## src/rtl/uart_rx_ctrl_if.sv

```systemverilog
// -----------------------------------------------------------------------------
// uart_rx_ctrl_if
// Signal bundle between the UART RX frame controller and its neighbours: the
// rx_in synchroniser, the frame configuration, the edge/bit counter, the data
// sampler and the deserializer/output register.
//
// Modports:
//   master - the frame controller: consumes line, configuration, counter and
//            sampler values; drives counter/sampler/deserializer controls and
//            the frame status.
//   slave  - the surrounding datapath: the mirror image of master.
//
// Signals:
//   rx_in       synchronised serial line, idle high
//   par_en      parity bit present in frame
//   par_typ     0 = even parity, 1 = odd parity
//   prescale    oversampling ratio per bit (8, 16 or 32)
//   edge_cnt    edge counter value within the current bit
//   bit_cnt     bit counter: 0 = start, 1..DATA_WIDTH = data, then parity/stop
//   sampled_bit data sampler majority result
//   cnt_en      edge/bit counter enable
//   cnt_clr     synchronous clear of edge_cnt and bit_cnt
//   samp_en     data sampler enable
//   deser_en    one-cycle shift strobe for the deserializer
//   data_valid  one-cycle strobe: deserializer holds a good byte
//   par_err     parity error of the last frame
//   stp_err     stop error of the last frame
// -----------------------------------------------------------------------------
interface uart_rx_ctrl_if #(
    parameter int PRESC_W = 6
);
    logic               rx_in;
    logic               par_en;
    logic               par_typ;
    logic [PRESC_W-1:0] prescale;
    logic [PRESC_W-1:0] edge_cnt;
    logic [3:0]         bit_cnt;
    logic               sampled_bit;

    logic               cnt_en;
    logic               cnt_clr;
    logic               samp_en;
    logic               deser_en;
    logic               data_valid;
    logic               par_err;
    logic               stp_err;

    modport master (
        input  rx_in, par_en, par_typ, prescale, edge_cnt, bit_cnt, sampled_bit,
        output cnt_en, cnt_clr, samp_en, deser_en, data_valid, par_err, stp_err
    );

    modport slave (
        output rx_in, par_en, par_typ, prescale, edge_cnt, bit_cnt, sampled_bit,
        input  cnt_en, cnt_clr, samp_en, deser_en, data_valid, par_err, stp_err
    );
endinterface

```

## src/rtl/uart_rx_ctrl.sv

```systemverilog
// -----------------------------------------------------------------------------
// uart_rx_ctrl
// Receive-side frame controller for the UART RX path. Walks a frame
// (start, DATA_WIDTH data bits LSB first, optional parity, stop), runs the
// edge/bit counter and the data sampler, strobes the deserializer once per
// data bit, and checks start glitch, parity and stop bit.
//
// Ports:
//   clk    oversampling clock
//   rst_n  asynchronous active-low reset
//   bus    uart_rx_ctrl_if.master (line, configuration, counter/sampler
//          inputs; counter/sampler/deserializer controls and frame status)
//
// Timing within a bit: CHK = (prescale>>1)+2 is where the sampler result is
// consumed, END = prescale-1 is the last edge of the bit.
// -----------------------------------------------------------------------------
module uart_rx_ctrl #(
    parameter int DATA_WIDTH = 8,
    parameter int PRESC_W    = 6
) (
    input  logic           clk,
    input  logic           rst_n,
    uart_rx_ctrl_if.master bus
);

    typedef enum logic [2:0] {
        S_IDLE   = 3'd0,
        S_START  = 3'd1,
        S_DATA   = 3'd2,
        S_PARITY = 3'd3,
        S_STOP   = 3'd4
    } state_e;

    localparam logic [3:0] LAST_DATA_BIT = 4'(DATA_WIDTH);

    state_e             state_q, state_d;
    // Frame configuration captured on the start edge so that mid-frame changes
    // on the configuration inputs cannot corrupt the frame in flight.
    logic               par_en_lat_q, par_en_lat_d;
    logic               par_typ_lat_q, par_typ_lat_d;
    logic [PRESC_W-1:0] prescale_lat_q, prescale_lat_d;
    logic               acc_q, acc_d;           // running XOR of data bits
    logic               deser_en_q, deser_en_d;
    logic               data_valid_q, data_valid_d;
    logic               par_err_q, par_err_d;
    logic               stp_err_q, stp_err_d;

    logic [PRESC_W-1:0] chk_edge;
    logic [PRESC_W-1:0] end_edge;
    logic               at_chk;
    logic               at_end;

    assign chk_edge = (prescale_lat_q >> 1) + PRESC_W'(2);
    assign end_edge = prescale_lat_q - PRESC_W'(1);
    assign at_chk   = (bus.edge_cnt == chk_edge);
    assign at_end   = (bus.edge_cnt == end_edge);

    always_comb begin
        // NOTE: every signal gets a default before the case so no path leaves
        // it unassigned; without this always_comb would infer latches.
        state_d        = state_q;
        par_en_lat_d   = par_en_lat_q;
        par_typ_lat_d  = par_typ_lat_q;
        prescale_lat_d = prescale_lat_q;
        acc_d          = acc_q;
        par_err_d      = par_err_q;
        stp_err_d      = stp_err_q;
        deser_en_d     = 1'b0;
        data_valid_d   = 1'b0;

        case (state_q)
            S_IDLE: begin
                if (!bus.rx_in) begin
                    state_d        = S_START;
                    par_en_lat_d   = bus.par_en;
                    par_typ_lat_d  = bus.par_typ;
                    prescale_lat_d = bus.prescale;
                    acc_d          = 1'b0;
                    par_err_d      = 1'b0;
                    stp_err_d      = 1'b0;
                end
            end

            S_START: begin
                // A start bit that is high again at the check point was noise.
                if (at_chk && bus.sampled_bit) begin
                    state_d = S_IDLE;
                end else if (at_end) begin
                    state_d = S_DATA;
                end
            end

            S_DATA: begin
                // The strobe lands one cycle after CHK; the sampler result
                // stays valid until the end of the bit, so the shift still
                // sees this bit's value.
                if (at_chk) begin
                    deser_en_d = 1'b1;
                    acc_d      = acc_q ^ bus.sampled_bit;
                end
                if (at_end && (bus.bit_cnt == LAST_DATA_BIT)) begin
                    state_d = par_en_lat_q ? S_PARITY : S_STOP;
                end
            end

            S_PARITY: begin
                if (at_chk) begin
                    par_err_d = bus.sampled_bit ^ acc_q ^ par_typ_lat_q;
                end
                if (at_end) begin
                    state_d = S_STOP;
                end
            end

            S_STOP: begin
                // Leave at CHK rather than END so a start bit that follows the
                // stop bit directly is caught on the first IDLE cycle.
                if (at_chk) begin
                    stp_err_d    = ~bus.sampled_bit;
                    data_valid_d = bus.sampled_bit & ~par_err_q;
                    state_d      = S_IDLE;
                end
            end

            default: begin
                state_d = S_IDLE;
            end
        endcase
    end

    // NOTE: sequential state is updated only with non-blocking assignments so
    // every flop samples the pre-edge values of the others.
    always_ff @(posedge clk or negedge rst_n) begin
        if (!rst_n) begin
            state_q        <= S_IDLE;
            par_en_lat_q   <= 1'b0;
            par_typ_lat_q  <= 1'b0;
            prescale_lat_q <= PRESC_W'(8);
            acc_q          <= 1'b0;
            deser_en_q     <= 1'b0;
            data_valid_q   <= 1'b0;
            par_err_q      <= 1'b0;
            stp_err_q      <= 1'b0;
        end else begin
            state_q        <= state_d;
            par_en_lat_q   <= par_en_lat_d;
            par_typ_lat_q  <= par_typ_lat_d;
            prescale_lat_q <= prescale_lat_d;
            acc_q          <= acc_d;
            deser_en_q     <= deser_en_d;
            data_valid_q   <= data_valid_d;
            par_err_q      <= par_err_d;
            stp_err_q      <= stp_err_d;
        end
    end

    // Counter and sampler controls decode directly from the state register.
    assign bus.cnt_clr    = (state_q == S_IDLE);
    assign bus.cnt_en     = (state_q != S_IDLE);
    assign bus.samp_en    = (state_q != S_IDLE);
    assign bus.deser_en   = deser_en_q;
    assign bus.data_valid = data_valid_q;
    assign bus.par_err    = par_err_q;
    assign bus.stp_err    = stp_err_q;

endmodule

```

## src/flat_wrapper.sv

```systemverilog
// flat-port wrapper written by rule: the top's interface ports become plain ports
module uart_rx_ctrl_flat 
#(
    parameter int DATA_WIDTH = 8,
    parameter int PRESC_W    = 6
)
  (clk, rst_n, bus_rx_in, bus_par_en, bus_par_typ, bus_prescale, bus_edge_cnt, bus_bit_cnt, bus_sampled_bit, bus_cnt_en, bus_cnt_clr, bus_samp_en, bus_deser_en, bus_data_valid, bus_par_err, bus_stp_err);
  uart_rx_ctrl_if #(.PRESC_W(PRESC_W)) bus_i ();
  input  logic clk;
  input  logic rst_n;
  input wire logic [$bits(bus_i.rx_in)-1:0] bus_rx_in;
  input wire logic [$bits(bus_i.par_en)-1:0] bus_par_en;
  input wire logic [$bits(bus_i.par_typ)-1:0] bus_par_typ;
  input wire logic [$bits(bus_i.prescale)-1:0] bus_prescale;
  input wire logic [$bits(bus_i.edge_cnt)-1:0] bus_edge_cnt;
  input wire logic [$bits(bus_i.bit_cnt)-1:0] bus_bit_cnt;
  input wire logic [$bits(bus_i.sampled_bit)-1:0] bus_sampled_bit;
  output wire logic [$bits(bus_i.cnt_en)-1:0] bus_cnt_en;
  output wire logic [$bits(bus_i.cnt_clr)-1:0] bus_cnt_clr;
  output wire logic [$bits(bus_i.samp_en)-1:0] bus_samp_en;
  output wire logic [$bits(bus_i.deser_en)-1:0] bus_deser_en;
  output wire logic [$bits(bus_i.data_valid)-1:0] bus_data_valid;
  output wire logic [$bits(bus_i.par_err)-1:0] bus_par_err;
  output wire logic [$bits(bus_i.stp_err)-1:0] bus_stp_err;
  assign bus_i.rx_in = bus_rx_in;
  assign bus_i.par_en = bus_par_en;
  assign bus_i.par_typ = bus_par_typ;
  assign bus_i.prescale = bus_prescale;
  assign bus_i.edge_cnt = bus_edge_cnt;
  assign bus_i.bit_cnt = bus_bit_cnt;
  assign bus_i.sampled_bit = bus_sampled_bit;
  assign bus_cnt_en = bus_i.cnt_en;
  assign bus_cnt_clr = bus_i.cnt_clr;
  assign bus_samp_en = bus_i.samp_en;
  assign bus_deser_en = bus_i.deser_en;
  assign bus_data_valid = bus_i.data_valid;
  assign bus_par_err = bus_i.par_err;
  assign bus_stp_err = bus_i.stp_err;
  uart_rx_ctrl #(.DATA_WIDTH(DATA_WIDTH), .PRESC_W(PRESC_W)) u_core (.clk(clk), .rst_n(rst_n), .bus(bus_i));
endmodule
```

## config.mk

```make
export PLATFORM = sky130hd
export DESIGN_NAME = uart_rx_ctrl_flat
export DESIGN_NICKNAME = d
export VERILOG_FILES = /design/src/rtl/uart_rx_ctrl_if.sv /design/src/rtl/uart_rx_ctrl.sv /design/src/flat_wrapper.sv
export SDC_FILE = /design/constraint.sdc
export NUM_CORES = 1
export LEC_CHECK = 0
export BUFFER_PORTS_ARGS = -buffer_cell sky130_fd_sc_hd__buf_4
export CAP_MARGIN = 20
export CORE_AREA = 4 4 59 88
export CTS_BUF_LIST = sky130_fd_sc_hd__clkbuf_4 sky130_fd_sc_hd__clkbuf_8
export CTS_CLUSTER_SIZE = 30
export DETAILED_ROUTE_END_ITERATION = 16
export DIE_AREA = 0 0 63 92
export HOLD_SLACK_MARGIN = 0.06
export SYNTH_ARGS = -nofsm -noshare
export SYNTH_HDL_FRONTEND = slang
export SYNTH_SLANG_ARGS = --single-unit
```

## constraint.sdc

```tcl
create_clock -name clk -period 3.14 [get_ports clk]
set_input_delay 0.314 -clock clk [delete_from_list [all_inputs] [get_ports clk]]
set_output_delay 0.314 -clock clk [all_outputs]
set_load 0.01 [all_outputs]
```

Yosys cells after proc, flatten, opt, wreduce, memory -nomap -nowiden
Index checks and enable logic that the tools add are counted.
{"block": "word_totals", "reg_bits": 16, "latch_bits": 0, "ramBits": 0, "romBits": 0, "input_bits": 22, "output_inout_bits": 7, "word_cells": 62, "n_memories": 0}
{"block": "classes", "n_addsub": 2, "multipliers": 0, "n_div": 0, "magnitude_cmp": 0, "n_eq_ne": 14, "shift": 0, "n_mux": 19, "n_bitwise": 6, "reduce_logical": 12}
{"op": "3-bit 2-to-1 mux", "n": 7}
{"op": "3-bit case mux with 5 select lines", "n": 1}
{"op": "6-bit == test", "n": 2}
{"op": "2-bit by 1-bit inequality test with 1-bit output (second input constant)", "n": 5}
{"op": "3-bit AND reduction", "n": 3}
{"op": "1-bit 2-to-1 mux", "n": 8}
{"op": "5-bit by 2-bit adder with 6-bit output (second input constant)", "n": 1}
{"op": "3-bit by 2-bit == test with 1-bit output (second input constant)", "n": 2}
{"op": "1-bit case mux with 2 select lines", "n": 3}
{"op": "2-bit nonzero test", "n": 3}
{"op": "6-bit by 1-bit subtractor with 6-bit output (second input constant)", "n": 1}
{"op": "5-bit AND reduction", "n": 1}
{"op": "4-bit == test (second input constant)", "n": 1}
{"op": "3-bit by 1-bit == test with 1-bit output (second input constant)", "n": 1}
{"op": "3-bit == test (second input constant)", "n": 1}
{"op": "3-bit zero test", "n": 1}
{"op": "3-bit by 1-bit inequality test with 1-bit output (second input constant)", "n": 1}
{"op": "1-bit inverter", "n": 3}
{"op": "3-bit nonzero test", "n": 1}
{"op": "1-bit logical AND", "n": 2}
{"op": "2-bit inequality test (second input constant)", "n": 1}
{"op": "2-bit AND reduction", "n": 1}
{"op": "1-bit bitwise XOR", "n": 2}
{"op": "1-bit AND", "n": 1}

Depth between registers and ports, before layout
{"block": "depth", "ltp_word": 5, "depth_mapped": 8, "depth_no_buf": 8}

Worst setup path before layout
No wires, ideal clock.
{"block": "synth_path", "kind": "reg2reg", "start": "reg u_core.prescale_lat_q[3]", "end": "reg u_core.state_q[1]", "setup_time_ps": 120, "arrival_ps": 2049, "required_time_ps": 3020, "setup_slack_ps": 971, "path_stages_with_launch": 8, "n_path_buf": 0, "synth_period_minus_slack_ps": 2169, "path_cell_list": "dfstp_2 > ha_1 > xnor2_1 > a221oi_1 > o211ai_2 > nor3_1 > or4b_1 > a31o_1"}
{"block": "synth_between", "elab_chain_len": 5, "word_cells_on_any_way": 13, "classes_between": "add/sub (2); eq/ne (6); mux (2); reduce/logical (3)"}
{"element": "start, declared", "line": "uart_rx_ctrl.sv:41", "rtl": "logic [PRESC_W-1:0] prescale_lat_q, prescale_lat_d;"}
{"element": "start signal, assigned", "line": "uart_rx_ctrl.sv:148", "rtl": "prescale_lat_q <= prescale_lat_d;"}
{"element": "6-bit by 1-bit subtractor with 6-bit output or 5-bit by 2-bit adder with 6-bit output (tied branches)", "line": "uart_rx_ctrl.sv:54, uart_rx_ctrl.sv:53"}
{"element": "6-bit == test, on equally long branches", "line": "uart_rx_ctrl.sv:56, uart_rx_ctrl.sv:55"}
{"element": "1-bit logical AND, on equally long branches", "line": "uart_rx_ctrl.sv:101, uart_rx_ctrl.sv:86"}
{"element": "2-bit by 1-bit inequality test with 1-bit output (no source line), or another cell as far along"}
{"element": "5-bit AND reduction (no source line) or 3-bit case mux with 5 select lines (tied branches)"}
{"element": "end signal, assigned", "line": "uart_rx_ctrl.sv:145", "rtl": "state_q <= state_d;"}
{"element": "end, declared", "line": "uart_rx_ctrl.sv:36", "rtl": "state_e state_q, state_d;"}
Several ways; a longest one is shown, not always the timed one.
A chain may end at the register's enable or synchronous reset.

Final worst setup path
Same ends and word-level chain as after synthesis.

==> results.json <==
{
  "die_area_sq_um": 5800,
  "finalHoldViolCount": 0,
  "path_depth": 7,
  "critPathKind": "register to register",
  "regArea_sq_um": 402,
  "via_per_inst": 4.78,
  "netlist_instances": 114,
  "antenna_found_initial": 0,
  "finalNonFillerCells": 191,
  "diodes": 0,
  "tightest_slew_ps": 600,
  "drtAntennaViolNets": 0,
  "drt_iter0_markers": 14,
  "layout.nets": 170,
  "synth_top_flop_cell": "dfrtp_1",
  "synth_edf_count": 0,
  "arrival_ps": 2480,
  "stdcell_area_sq_um": 1390,
  "area_growth_pct": 29.0,
  "drtPass1Iterations": 4,
  "final_util_pct": 31.1,
  "cts_buffers": 3,
  "leakage_nw": 0.624,
  "crit_family": "compound AO/OA/AOI/OAI gates",
  "cts_tree": "yes",
  "grt_pass1_vias": 945,
  "cp_max_fo": 8,
  "drive_gt1_share_pct": 30.8,
  "crit_chain": "ha_1, xnor2_1, a221oi_1, o211ai_2, nor3_1, or4b_1, a31o_1",
  "die_y_um": 92,
  "start_util_pct": 24.1,
  "max_stage_delay_ps": 590,
  "n_fill_cell": 465,
  "clk_latency_ps": 250,
  "clockRootBuffer": "clkbuf_8",
  "placed_cells": 186,
  "drv_cap": 0,
  "rows": 30,
  "core-area_sq_um": 4470,
  "critPathSlowestCell": "dfstp_2",
  "crit_path_start_kind": "register",
  "whs_path_depth": 3,
  "async_flop_share_pct": 100,
  "postCtsResizedCells": 0,
  "drcViolationCount": 0,
  "syn_nets": 140,
  "overflow": 0,
  "ys_warn_count": 0,
  "ioPinCount": 29,
  "wl_per_cell_um": 13.1,
  "period_minus_slack_ps": 2340,
  "grt_max_degree": 17,
  "hp-class": "input pin to register",
  "status": "completed",
  "synth_top_area_cell": "dfrtp_1",
  "placed_cell_area_sq_um": 1330,
  "post-place-ws_ps": 823,
  "whs_ps": 267,
  "yosysUniqueCellTypes": 38,
  "clock_skew_ps": 3.28,
  "fmax_mhz": 427,
  "synthTopCellsByArea": "dfrtp_1 35%, xnor2_1 11%, ha_1 4.6%",
  "die_w_um": 63,
  "synthTopCellsByCount": "15 x dfrtp_1, 13 x xnor2_1, 10 x nand2_1",
  "layout_setup_ws_ps": 800,
  "post-synth-top-count-cell": "dfrtp_1",
  "worstPathRequired_ps": 3280,
  "grt_use_total_pct": 9.42,
  "multi_input_area_sq_um": 614,
  "p_per_area_nw_per_um2": 771,
  "numClockSinks": 16,
  "synth-seq-cells": 16,
  "dpl.hpwl_um": 2020,
  "crit_buf_inv": 0,
  "slew_headroom_pct": 59.4,
  "rsz0062_at_grt": "false",
  "avgSynthCellArea_sq_um": 9.45,
  "peakVddDrop_v": 0.000192,
  "postCtsSetupRepairBufs": 0,
  "clk_pin_slew_worst_paths_ps": 70,
  "reg2reg_depth": 7,
  "numPortBuffers": 28,
  "synth.cell_area_sq_um": 1080,
  "vias": 913,
  "clk_path_buf_depth": 2,
  "fin_setup_tns_ps": 0,
  "total_power_mw": 1.07,
  "htreeDepth": 1,
  "gp_congestion": 0.812,
  "synth_top_area_share_pct": 34.8,
  "drv_slew": 0,
  "period_share_pct": 74.5,
  "setup_violations": 0,
  "worstSetupEndpointType": "register",
  "grt_pass1_wl_um": 4270,
  "ys_seq_area_share_pct": 37.3,
  "finalWirelength_um": 2500
}
[worst min-delay path: stages]
cell,delay [ps]
buf_4,80
nand2_1,30
o21ai_0,50
[routing by layer]
metal / up-vias / track usage [%] / wire length (um) / share of wire (%)
met5: - / 0 / 0 / 0
met4: 0 / 5.16 / 61 / 2.4
met3: 4 / 1.72 / 111 / 4.4
met2: 22 / 18.1 / 1430 / 57
met1: 433 / 9.24 / 890 / 36
li1: 454 / - / - / -
[sequential cells by signal, summed over array words and instances, names as in the netlist]
register               flops
u_core.prescale_lat_q      6
u_core.state_q             3
u_core.acc_q               1
u_core.bus.data_valid      1
u_core.bus.deser_en        1
u_core.bus.par_err         1
u_core.bus.stp_err         1
u_core.par_en_lat_q        1
u_core.par_typ_lat_q       1
[kinds of logic after synthesis]
logic type      after synthesis  synth area share [%]
simple gates                 34                  18.5
compound gates               23                  15.2
xor+xnor                     18                  14.6
flops                        16                  37.3
buf+inv                      15                  5.69
mux                           4                  4.06
fa+ha+maj                     4                  4.65
[power breakdown]
part           leakage (nW)  internal [mW]  total [mW]  switching [mW]
combinational         0.402          0.268       0.504           0.236
sequential            0.196          0.284       0.395           0.110
clock                0.0262         0.0985       0.173          0.0749
[layout make-up]
| type | count | share of cell area (%) |
|---|---|---|
| multi-input cells | 83 | 44.2 |
| clock buffers | 4 | 3.51 |
| repair buffers | 30 | 16.4 |
| flip-flops and latches | 16 | 28.9 |
| well taps | 48 | 4.32 |
| inverters | 10 | 2.70 |
[worst paths after layout]
kind,to,startpoint,slack [ps]
setup / recovery,u_core.state_q[1]$_DFFE_PN0P_,u_core.prescale_lat_q[3]$_DFFE_PN1P_,800
hold / removal,u_core.prescale_lat_q[0]$_DFFE_PN0P_,bus_prescale[0],270
setup reg to reg,u_core.state_q[1]$_DFFE_PN0P_,u_core.prescale_lat_q[3]$_DFFE_PN1P_,800
hold reg to reg,u_core.bus.data_valid$_DFF_PN0_,u_core.bus.par_err$_DFFE_PN0P_,480
max in group asynchronous,u_core.prescale_lat_q[3]$_DFFE_PN1P_,rst_n,2410
min in group asynchronous,u_core.prescale_lat_q[0]$_DFFE_PN0P_,rst_n,470
[cell usage in the layout, fill, tap and decap left out, types with 5 or more instances in the layout]
master / Yosys / layout
dfrtp_1: 15 / 15
xnor2_1: 13 / 13
nand2_1: 10 / 10
inv_1: 9 / 9
buf_4: 1 / 29
xor2_1: 5 / 5
[what timing repair did]
action,CTS,global route
hold endpoints to repair,15,0
endpoints found under the setup margin,0,0
hold buffers,1,0
Note: power is estimated with default switching activity, not from simulation.
